`src/rtl/wb_uart_lite.sv`:
```
`default_nettype none
// ============================================================================
// Module   : wb_uart_lite
// Brief    : Wishbone slave 8N1 UART with small TX/RX FIFOs, sticky error
//            flags and a registered level interrupt.
// Revision : 1.0 - initial release
// ============================================================================

module wb_uart_lite_fifo #(
    parameter int DEPTH = 4
) (
    input  logic       clk,
    input  logic       rst,
    input  logic       push,
    input  logic       pop,
    input  logic [7:0] din,
    output logic [7:0] head,
    output logic       empty,
    output logic       full,
    output logic       drop
);
    localparam int AW = $clog2(DEPTH);

    logic [AW:0] wr_q, wr_d, rd_q, rd_d;
    logic [7:0]  mem_q [DEPTH];
    logic        do_push, do_pop;

    // Pointer arithmetic; a pop in the same cycle frees the slot for a push.
    always_comb begin
        empty   = (wr_q == rd_q);
        full    = (wr_q[AW] != rd_q[AW]) && (wr_q[AW-1:0] == rd_q[AW-1:0]);
        do_pop  = pop && !empty;
        do_push = push && (!full || do_pop);
        drop    = push && !do_push;
        wr_d    = wr_q + {{AW{1'b0}}, do_push};
        rd_d    = rd_q + {{AW{1'b0}}, do_pop};
        head    = mem_q[rd_q[AW-1:0]];
    end

    // Pointer registers.
    always_ff @(posedge clk or posedge rst) begin
        if (rst) begin
            wr_q <= '0;
            rd_q <= '0;
        end else begin
            wr_q <= wr_d;
            rd_q <= rd_d;
        end
    end

    // Storage array; contents are meaningless while empty, so no reset.
    always_ff @(posedge clk) begin
        if (do_push) mem_q[wr_q[AW-1:0]] <= din;
    end
endmodule

module wb_uart_lite #(
    parameter int CLKS_PER_BIT = 174,
    parameter int FIFO_DEPTH   = 4
) (
    input  logic        wb_clk_i,
    input  logic        wb_rst_i,
    input  logic        wb_cyc_i,
    input  logic        wb_stb_i,
    input  logic        wb_we_i,
    input  logic [31:0] wb_adr_i,
    input  logic [31:0] wb_dat_i,
    input  logic [3:0]  wb_sel_i,
    output logic [31:0] wb_dat_o,
    output logic        wb_ack_o,
    input  logic        uart_rxd_i,
    output logic        uart_txd_o,
    output logic        uart_int_o
);
    localparam int            CW          = $clog2(CLKS_PER_BIT);
    localparam logic [CW-1:0] C_BIT_LAST  = CW'(CLKS_PER_BIT - 1);
    localparam logic [CW-1:0] C_HALF_LAST = CW'(CLKS_PER_BIT / 2 - 1);

    typedef enum logic [1:0] {S_IDLE, S_START, S_DATA, S_STOP} state_t;

    // Bus and register state
    logic        ack_q, ack_d, irq_q, irq_d;
    logic [31:0] dat_q, dat_d, rdata;
    logic [1:0]  ctrl_q, ctrl_d, adr;
    logic        tx_ovf_q, tx_ovf_d, ferr_q, ferr_d, rx_ovr_q, rx_ovr_d;
    logic        req, wr_en, rd_en, stat_rd, tx_empty;
    // FIFO hookup
    logic        txf_push, txf_pop, txf_empty, txf_full, txf_drop;
    logic        rxf_push, rxf_pop, rxf_empty, rxf_full, rxf_drop;
    logic [7:0]  txf_head, rxf_head;
    // Transmitter
    state_t      tx_state_q, tx_state_d;
    logic [CW-1:0] tx_cnt_q, tx_cnt_d;
    logic [2:0]  tx_bit_q, tx_bit_d;
    logic [7:0]  tx_shift_q, tx_shift_d;
    logic        txd_q, txd_d, tx_bit_end;
    // Receiver
    state_t      rx_state_q, rx_state_d;
    logic [CW-1:0] rx_cnt_q, rx_cnt_d;
    logic [2:0]  rx_bit_q, rx_bit_d;
    logic [7:0]  rx_shift_q, rx_shift_d;
    logic        rx_wait_q, rx_wait_d, rx_s1_q, rx_s2_q, rx_prev_q;
    logic        rx_bit_end, ferr_set;
    logic        unused_bits;

    assign unused_bits = &{wb_adr_i[31:4], wb_adr_i[1:0], wb_dat_i[31:8], wb_sel_i[3:1], rxf_full};

    wb_uart_lite_fifo #(.DEPTH(FIFO_DEPTH)) u_tx_fifo (
        .clk(wb_clk_i), .rst(wb_rst_i), .push(txf_push), .pop(txf_pop), .din(wb_dat_i[7:0]),
        .head(txf_head), .empty(txf_empty), .full(txf_full), .drop(txf_drop));

    wb_uart_lite_fifo #(.DEPTH(FIFO_DEPTH)) u_rx_fifo (
        .clk(wb_clk_i), .rst(wb_rst_i), .push(rxf_push), .pop(rxf_pop), .din(rx_shift_q),
        .head(rxf_head), .empty(rxf_empty), .full(rxf_full), .drop(rxf_drop));

    // Bus decode, read mux, sticky flags, control register and interrupt.
    always_comb begin
        adr      = wb_adr_i[3:2];
        req      = wb_cyc_i && wb_stb_i && !ack_q;
        wr_en    = req && wb_we_i && wb_sel_i[0];
        rd_en    = req && !wb_we_i;
        stat_rd  = rd_en && (adr == 2'd2);
        txf_push = wr_en && (adr == 2'd0);
        rxf_pop  = rd_en && (adr == 2'd1);
        tx_empty = txf_empty && (tx_state_q == S_IDLE);
        rdata    = '0;
        case (adr)
            2'd1:    rdata = rxf_empty ? 32'd0 : {24'd0, rxf_head};
            2'd2:    rdata = {26'd0, tx_ovf_q, ferr_q, rx_ovr_q, tx_empty, txf_full, !rxf_empty};
            2'd3:    rdata = {30'd0, ctrl_q};
            default: rdata = '0;
        endcase
        ack_d    = req;
        dat_d    = rd_en ? rdata : 32'd0;
        ctrl_d   = (wr_en && (adr == 2'd3)) ? wb_dat_i[1:0] : ctrl_q;
        // A set event in the clearing cycle wins.
        tx_ovf_d = txf_drop || (tx_ovf_q && !stat_rd);
        ferr_d   = ferr_set || (ferr_q && !stat_rd);
        rx_ovr_d = rxf_drop || (rx_ovr_q && !stat_rd);
        irq_d    = (ctrl_q[0] && !rxf_empty) || (ctrl_q[1] && tx_empty);
    end

    // Transmit FSM: pops a byte on entering START, back-to-back frames allowed.
    always_comb begin
        tx_state_d = tx_state_q;
        tx_cnt_d   = tx_cnt_q;
        tx_bit_d   = tx_bit_q;
        tx_shift_d = tx_shift_q;
        txf_pop    = 1'b0;
        tx_bit_end = (tx_cnt_q == C_BIT_LAST);
        if (tx_state_q != S_IDLE) tx_cnt_d = tx_bit_end ? '0 : tx_cnt_q + CW'(1);
        case (tx_state_q)
            S_IDLE: if (!txf_empty) begin
                txf_pop    = 1'b1;
                tx_shift_d = txf_head;
                tx_cnt_d   = '0;
                tx_state_d = S_START;
            end
            S_START: if (tx_bit_end) begin
                tx_bit_d   = 3'd0;
                tx_state_d = S_DATA;
            end
            S_DATA: if (tx_bit_end) begin
                tx_shift_d = {1'b0, tx_shift_q[7:1]};
                tx_bit_d   = tx_bit_q + 3'd1;
                if (tx_bit_q == 3'd7) tx_state_d = S_STOP;
            end
            S_STOP: if (tx_bit_end) begin
                if (!txf_empty) begin
                    txf_pop    = 1'b1;
                    tx_shift_d = txf_head;
                    tx_state_d = S_START;
                end else begin
                    tx_state_d = S_IDLE;
                end
            end
            default: tx_state_d = S_IDLE;
        endcase
        // Line level follows the registered state, giving a glitch-free pin.
        txd_d = (tx_state_q == S_START) ? 1'b0 :
                (tx_state_q == S_DATA)  ? tx_shift_q[0] : 1'b1;
    end

    // Receive FSM: mid-bit sampling, glitch rejection and framing-error recovery.
    always_comb begin
        rx_state_d = rx_state_q;
        rx_cnt_d   = rx_cnt_q;
        rx_bit_d   = rx_bit_q;
        rx_shift_d = rx_shift_q;
        rx_wait_d  = rx_wait_q;
        rxf_push   = 1'b0;
        ferr_set   = 1'b0;
        rx_bit_end = (rx_cnt_q == C_BIT_LAST);
        case (rx_state_q)
            S_IDLE: begin
                rx_cnt_d = '0;
                if (rx_prev_q && !rx_s2_q) rx_state_d = S_START;
            end
            S_START: if (rx_cnt_q == C_HALF_LAST) begin
                rx_cnt_d   = '0;
                rx_bit_d   = 3'd0;
                rx_state_d = rx_s2_q ? S_IDLE : S_DATA;
            end else begin
                rx_cnt_d = rx_cnt_q + CW'(1);
            end
            S_DATA: if (rx_bit_end) begin
                rx_cnt_d   = '0;
                rx_shift_d = {rx_s2_q, rx_shift_q[7:1]};
                rx_bit_d   = rx_bit_q + 3'd1;
                if (rx_bit_q == 3'd7) rx_state_d = S_STOP;
            end else begin
                rx_cnt_d = rx_cnt_q + CW'(1);
            end
            S_STOP: if (rx_wait_q) begin
                // Hold off after a framing error until the line is released.
                if (rx_s2_q) begin
                    rx_wait_d  = 1'b0;
                    rx_state_d = S_IDLE;
                end
            end else if (rx_bit_end) begin
                rx_cnt_d = '0;
                if (rx_s2_q) begin
                    rxf_push   = 1'b1;
                    rx_state_d = S_IDLE;
                end else begin
                    ferr_set  = 1'b1;
                    rx_wait_d = 1'b1;
                end
            end else begin
                rx_cnt_d = rx_cnt_q + CW'(1);
            end
            default: rx_state_d = S_IDLE;
        endcase
    end

    // State registers; reset aborts any frame in flight and idles the line.
    always_ff @(posedge wb_clk_i or posedge wb_rst_i) begin
        if (wb_rst_i) begin
            ack_q      <= 1'b0;
            dat_q      <= '0;
            ctrl_q     <= '0;
            irq_q      <= 1'b0;
            tx_ovf_q   <= 1'b0;
            ferr_q     <= 1'b0;
            rx_ovr_q   <= 1'b0;
            tx_state_q <= S_IDLE;
            tx_cnt_q   <= '0;
            tx_bit_q   <= '0;
            tx_shift_q <= '0;
            txd_q      <= 1'b1;
            rx_state_q <= S_IDLE;
            rx_cnt_q   <= '0;
            rx_bit_q   <= '0;
            rx_shift_q <= '0;
            rx_wait_q  <= 1'b0;
            rx_s1_q    <= 1'b1;
            rx_s2_q    <= 1'b1;
            rx_prev_q  <= 1'b1;
        end else begin
            ack_q      <= ack_d;
            dat_q      <= dat_d;
            ctrl_q     <= ctrl_d;
            irq_q      <= irq_d;
            tx_ovf_q   <= tx_ovf_d;
            ferr_q     <= ferr_d;
            rx_ovr_q   <= rx_ovr_d;
            tx_state_q <= tx_state_d;
            tx_cnt_q   <= tx_cnt_d;
            tx_bit_q   <= tx_bit_d;
            tx_shift_q <= tx_shift_d;
            txd_q      <= txd_d;
            rx_state_q <= rx_state_d;
            rx_cnt_q   <= rx_cnt_d;
            rx_bit_q   <= rx_bit_d;
            rx_shift_q <= rx_shift_d;
            rx_wait_q  <= rx_wait_d;
            rx_s1_q    <= uart_rxd_i;
            rx_s2_q    <= rx_s1_q;
            rx_prev_q  <= rx_s2_q;
        end
    end

    assign wb_ack_o   = ack_q;
    assign wb_dat_o   = dat_q;
    assign uart_txd_o = txd_q;
    assign uart_int_o = irq_q;
endmodule
`default_nettype wire
```
`config.mk`:
```
export PLATFORM = sky130hd
export DESIGN_NAME = wb_uart_lite
export DESIGN_NICKNAME = d
export VERILOG_FILES = /design/src/rtl/wb_uart_lite.sv
export SDC_FILE = /design/constraint.sdc
export NUM_CORES = 1
export LEC_CHECK = 0
export ABC_AREA = 1
export BUFFER_PORTS_ARGS = -buffer_cell sky130_fd_sc_hd__buf_4
export CAP_MARGIN = 10
export CORE_UTILIZATION = 25
export CTS_CLUSTER_SIZE = 28
export DETAILED_ROUTE_END_ITERATION = 8
export SKIP_LAST_GASP = 1
export SYNTH_ARGS = -nofsm -noshare
export SYNTH_HDL_FRONTEND = slang
export SYNTH_SLANG_ARGS = --single-unit
```
`constraint.sdc`:
```
create_clock -name wb_clk_i -period 7.1 [get_ports wb_clk_i]
set_input_delay 1.065 -clock wb_clk_i [delete_from_list [all_inputs] [get_ports wb_clk_i]]
set_output_delay 1.065 -clock wb_clk_i [all_outputs]
set_load 0.01 [all_outputs]
```
==> Word-level counts from Yosys, hierarchy flattened <==
Memories as Yosys holds them, arrays and structs flattened.
Index checks and enable logic that the tools add are counted.
{ "op_classes": {"n_reduce_logical": 53, "magnitude_cmp": 0, "n_bitwise": 0, "addsub": 8, "n_div": 0, "muxes": 55, "shifts": 0, "mul": 0, "n_eq_ne": 31} }
{ "ops": {"columns": ["cell", "count"], "rows": [
  ["8-bit two-way mux", 11],
  ["8-bit one-hot mux with 3 select lines", 2],
  ["32-bit two-way mux", 1],
  ["8-bit one-hot mux with 4 select lines", 1],
  ["2-bit two-way mux", 13],
  ["1-bit logical AND", 24],
  ["2-bit inequality test (second input constant)", 10],
  ["1-bit two-way mux", 18],
  ["8-bit by 1-bit adder with 8-bit output (second input constant)", 2],
  ["8-bit == test (second input constant)", 2],
  ["2-bit one-hot mux with 4 select lines", 2],
  ["3-bit by 1-bit adder with 3-bit output", 4],
  ["2-bit == test (second input constant)", 6],
  ["3-bit two-way mux", 4],
  ["3-bit one-hot mux with 2 select lines", 2],
  ["1-bit logical NOT", 10],
  ["5-bit AND reduction", 2],
  ["3-bit AND reduction", 3],
  ["8-bit by 7-bit == test with 1-bit output (second input constant)", 1],
  ["3-bit by 1-bit adder with 3-bit output (second input constant)", 2],
  ["2-bit by 1-bit == test with 1-bit output (second input constant)", 3],
  ["3-bit == test", 2],
  ["3-bit == test (second input constant)", 2],
  ["2-bit logical NOT", 3],
  ["8 further kinds", 17]
]} }
{ "totals": {"n_memories": 2, "reg_bits": 98, "romBits": 0, "latch_bits": 0, "input_bits": 74, "output_inout_bits": 35, "elab_cells": 173, "ramBits": 64} }
{ "mem_list": {"columns": ["name", "depth", "width", "read_ports", "rd_ports_with_merged_regs", "wr", "line_no", "source"], "rows": [
  ["u_rx_fifo.mem_q", 4, 8, 1, 0, 1, "25", "logic [7:0] mem_q [DEPTH];"],
  ["u_tx_fifo.mem_q", 4, 8, 1, 0, 1, "25", null]
]} }

==> Logic depth before layout (Yosys ltp) <==
{ "depth": {"depth_word": 10, "depth_mapped": 13, "depth_no_buf": 13} }

==> By module <==
From an unflattened synthesis, not the netlist that was laid out.
{ "hier_totals": {"cells_unflattened": 627, "area_unflattened_um2": 6477.5} }
{ "modules_own_cells": {"columns": ["module", "n_inst", "cells_each", "area_each_um2", "seq_area_each_um2"], "rows": [
  ["wb_uart_lite", 1, 384, 3338.2, 1556.5],
  ["wb_uart_lite_fifo at u_tx_fifo", 1, 122, 1571.5, 1111.1],
  ["wb_uart_lite_fifo at u_rx_fifo", 1, 121, 1567.8, 1111.1]
]} }

==> Least setup slack after synthesis <==
No wires, ideal clock.
{ "synth_timing": {"path_kind": "input to register", "start": "in wb_cyc_i", "end": "mem u_rx_fifo.mem_q[2][0] (enable)", "n_path_buf": 0, "t_required_ns": 6.730, "cell_stages": 6, "setup_ns": 0.370, "arrival_time_ns": 2.004, "setup_slack_ns": 4.726, "path_cell_list": "nand3b_1 > nor2_1 > nand2_1 > nand3b_1 > nand3_1 > nor2_1"} }
{ "synth_between": {"elab_chain_cells": 9} }
{ "synth_rtl": {"columns": ["element", "line_no", "source"], "rows": [
  ["start, declared", "63", "input logic wb_cyc_i,"],
  ["1-bit logical AND (2 in series)", "119", "req = wb_cyc_i && wb_stb_i && !ack_q;"],
  ["1-bit logical AND", "121", "rd_en = req && !wb_we_i;"],
  ["1-bit logical AND", "124", "rxf_pop = rd_en && (adr == 2'd1);"],
  ["1-bit logical AND", "32", "do_pop = pop && !empty;"],
  ["1-bit logical OR", "33", "do_push = push && (!full || do_pop);"],
  ["1-bit logical AND", "33", null],
  ["1-bit two-way mux", "53", "if (do_push) mem_q[wr_q[AW-1:0]] <= din;"],
  ["1-bit two-way mux (implied by the code)", "53", null],
  ["end, declared", "25", null]
]} }
Every way passes these cells.

==> Final worst setup path <==
{ "layout_timing": {"start": "reg u_tx_fifo.rd_q[0]", "end": "mem u_tx_fifo.mem_q[3][2] (enable)"} }
{ "layout_between": {"elab_chain_cells": 9, "elab_cells_between_ends": 13, "classes_between": "2 x eq/ne; 5 x mux; 6 x reduce/logical"} }
{ "layout_rtl": {"columns": ["element", "line_no", "source"], "rows": [
  ["start, declared", "24", "logic [AW:0] wr_q, wr_d, rd_q, rd_d;"],
  ["start signal, assigned", "47", "rd_q <= rd_d;"],
  ["3-bit == test", "30", "empty = (wr_q == rd_q);"],
  ["1-bit two-way mux", "153, 169", null],
  ["1-bit two-way mux", "168", "S_STOP: if (tx_bit_end) begin"],
  ["1-bit one-hot mux with 2 select lines", "152", "case (tx_state_q)"],
  ["1-bit logical AND", "32", null],
  ["1-bit logical OR *", "33", null],
  ["1-bit logical AND *", "33", null],
  ["1-bit two-way mux *", "53", null],
  ["1-bit two-way mux (implied by the code) *", "53", null],
  ["end, declared", "25", null]
]} }
Mark *: on every way between the ends. The rest lies on a longest branch, timed or not.

==> results.json <==
{
  "status": "completed",
  "critPathArrivalTime_ns": 2.64,
  "dp_hpwl_um": 8300,
  "grt_overflow": 0,
  "clk_pin_slew_worst_paths_ns": 0.06,
  "synthCells": 659,
  "grt_pass1_wl_um": 20500,
  "final_max_slew_viol_count": 0,
  "initial_utilization": 0.255,
  "die_y_um": 162,
  "cts_buffers": 17,
  "cts_htree_levels": 4,
  "grt_setup_unrepaired": "false",
  "skew_ns": 0.0112,
  "firstDrtPassIters": 7,
  "powerDensity_nw_per_um2": 333,
  "die_x_um": 162,
  "cts.path.max_buffers": 2,
  "ys_types": 36,
  "synth-seq-cells": 138,
  "yosysSeqAreaShare": 0.591,
  "worstMarginPinSlew_ns": 0.961,
  "insertion_delay_ns": 0.42,
  "critPathLaunchType": "flip-flop",
  "min_period_ns": 2.60,
  "die_area_um2": 26200,
  "syn_to_final_growth_pct": 16.9,
  "drc_errors": 0,
  "yosysWarnings": 0,
  "drt_iter0_markers": 225,
  "setup_tns_ns": 0,
  "cts_hold_buf": 0,
  "crit_top_cell": "nand2_1",
  "syn_area_um2": 6400,
  "synth_top_area_frac": 0.300,
  "first_global_vias": 4127,
  "ant_nets": 0,
  "setup_violations": 0,
  "antenna_cells": 0,
  "globalplace.congestion": 0.810,
  "p_leak_nw": 3.48,
  "critPathRequiredTime_ns": 7.14,
  "crit_path_max_fanout": 19,
  "cp_cell_sequence": "inv_4, nand2_1, nand2_1, nand2_2, nor2_1, nand2_1, nand2_1, nor2_1",
  "hold_violations": 0,
  "avgSynthCellArea_um2": 9.71,
  "nNetsFinal": 790,
  "cts_setup_buffers": 0,
  "cts_sinks": 138,
  "fmax_mhz": 385,
  "ioPinCount": 109,
  "drv_cap": 0,
  "timing_worst_setup_path_type": "reg -> reg",
  "core-area_um2": 25100,
  "drive_above_1_share": 0.126,
  "antenna_found_initial": 0,
  "synth_area_leaders": "edfxtp_1, dfrtp_1, nand2_1",
  "relSlewSlack": 0.360,
  "cts_tree": "yes",
  "yosys.area.top_type": "edfxtp_1",
  "viasPerCell": 4.12,
  "root_buffer": "clkbuf_16",
  "cp_slowest_stage_delay_ns": 0.78,
  "cts_resized": 0,
  "routedWlPerCell_um": 11.9,
  "critPathSlowestCell": "dfrtp_1",
  "fin_crit_sh": 0.366,
  "grt_start_max_net_pins": 75,
  "peakVddDrop_mv": 0.144,
  "routed_wl_um": 12400,
  "io_buffers": 27,
  "vias": 4271,
  "end_kind": "flip-flop",
  "fin_util": 0.298,
  "rows": 58,
  "hp-class": "reg -> reg",
  "grt_use_total": 0.101
}
-- through the flow --
stage | std cells | total power, mW | cell area [um2] | hold slack [ns] | setup slack, ns
detailed placement | 1005 | 1.58 | 6860 | 0.348 | 4.10
CTS | 1037 | 2.52 | 7480 | 0.357 | 4.44
global route | 1037 | 2.65 | 7480 | 0.362 | 4.27
finish | 1037 | 2.49 | 7480 | 0.356 | 4.50
global placement | 1005 | 1.57 | 6860 | 0.347 | 4.14
floorplan | 682 | 1.45 | 6480 | 0.345 | 4.16
-- cells in the mapped netlist --
master,instances
nand3b_1,3
nand2_1,182
dfrtp_1,70
dfstp_2,4
ha_1,22
xor2_1,6
nand3_2,1
inv_1,60
nor2_1,56
nand2_4,3
edfxtp_1,64
or2_2,4
mux2_2,1
o21ai_0,37
conb_1,1
o22ai_1,6
xnor2_1,2
nor2_2,1
o31ai_1,1
nor3_1,4
nor3_4,1
nand2_2,7
buf_4,28
nand3_1,62
buf_6,1
a21oi_4,1
nor2_4,2
o22a_1,3
o21ai_2,1
inv_2,1
buf_2,5
inv_4,1
clkbuf_1,1
a21oi_1,13
clkinv_2,1
nand4_1,3
-- kinds of logic (layout without fill, tap and decap cells) --
kind of cell    after synthesis  after routing  synth area share
buf+inv                      98            123            0.0767
fa+ha+maj                    22             22            0.0430
flops                       138            138             0.591
xor+xnor                      8              8            0.0110
simple gates                329            329             0.222
other cells                   1             24          0.000586
compound gates               62             62            0.0542
mux                           1              1           0.00176
-- state kept, by name (all words and copies together), names as in the netlist, 2 cells and up, named ones only --
register         flops
tx_shift_q           8
u_tx_fifo.mem_q     32
ctrl_q               2
tx_state_q           2
u_rx_fifo.mem_q     32
tx_bit_q             3
u_tx_fifo.wr_q       3
u_tx_fifo.rd_q       3
wb_dat_o             8
u_rx_fifo.rd_q       3
tx_cnt_q             8
u_rx_fifo.wr_q       3
rx_cnt_q             8
rx_shift_q           8
rx_bit_q             3
-- layer usage --
layer	up-vias	global-route usage	wire length (um)	part of all wire
met5	-	0	0	0
met4	0	0.0347	152	0.012
met1	2031	0.124	5790	0.47
li1	2183	-	-	-
met3	12	0.0304	354	0.029
met2	45	0.168	6060	0.49
-- worst paths after layout --
check,startpoint,to,slack [ns],cells past startpoint
worst min register to register,rx_s1_q,rx_s2_q,0.36,0
min in group asynchronous,wb_rst_i,rx_cnt_q[5],0.96,3
max in group asynchronous,wb_rst_i,tx_bit_q[2],5.54,3
worst min-delay path,rx_s1_q,rx_s2_q,0.36,0
worst max register to register,u_tx_fifo.rd_q[0],u_tx_fifo.mem_q[3][2],4.50,8
worst max-delay path,u_tx_fifo.rd_q[0],u_tx_fifo.mem_q[3][2],4.50,8
-- worst max-delay path: cells and delay by family, from the launching register on --
family                 cells  cell delay, ns
buffers and inverters      1            0.21
flip-flops                 1            0.78
AND/OR/NAND/NOR            7            1.23
-- cell type report --
class                      instances  area, um2
fill                            2622      17600
sequential                       138       3780
multi-input combinational        446       2220
clock buffer                      17        425
tap                              330        413
inverter                          63        241
timing repair buffer              28        210
clock inverter                    15        196
-- power breakdown --
| part | switching [mW] | internal [mW] | total [mW] | leakage, nW |
|---|---|---|---|---|
| logic | 0.351 | 0.192 | 0.543 | 1.59 |
| registers | 0.0956 | 0.921 | 1.02 | 1.60 |
| clock network | 0.347 | 0.588 | 0.935 | 0.297 |
-- layout by cell type (no fill, tap or decap), types with 2 or more instances in the layout --
master and n:
xnor2_1 2, buf_4 28, xor2_1 6, nand3b_1 3, conb_1 24, clkbuf_16 17, nor2_4 2, or2_2 4
nand2_4 3, dfrtp_1 70, inv_1 59, edfxtp_1 64, o21ai_0 37, o22ai_1 6, clkinv_2 5, nand4_1 3
inv_6 3, nor2_1 56, clkinvlp_4 3, a21oi_1 13, nand2_1 182, o22a_1 3, dfstp_2 4, bufinv_16 4
nor3_1 4, nand2_2 7, ha_1 22, nand3_1 62
Power figures use the tool's default switching activity.
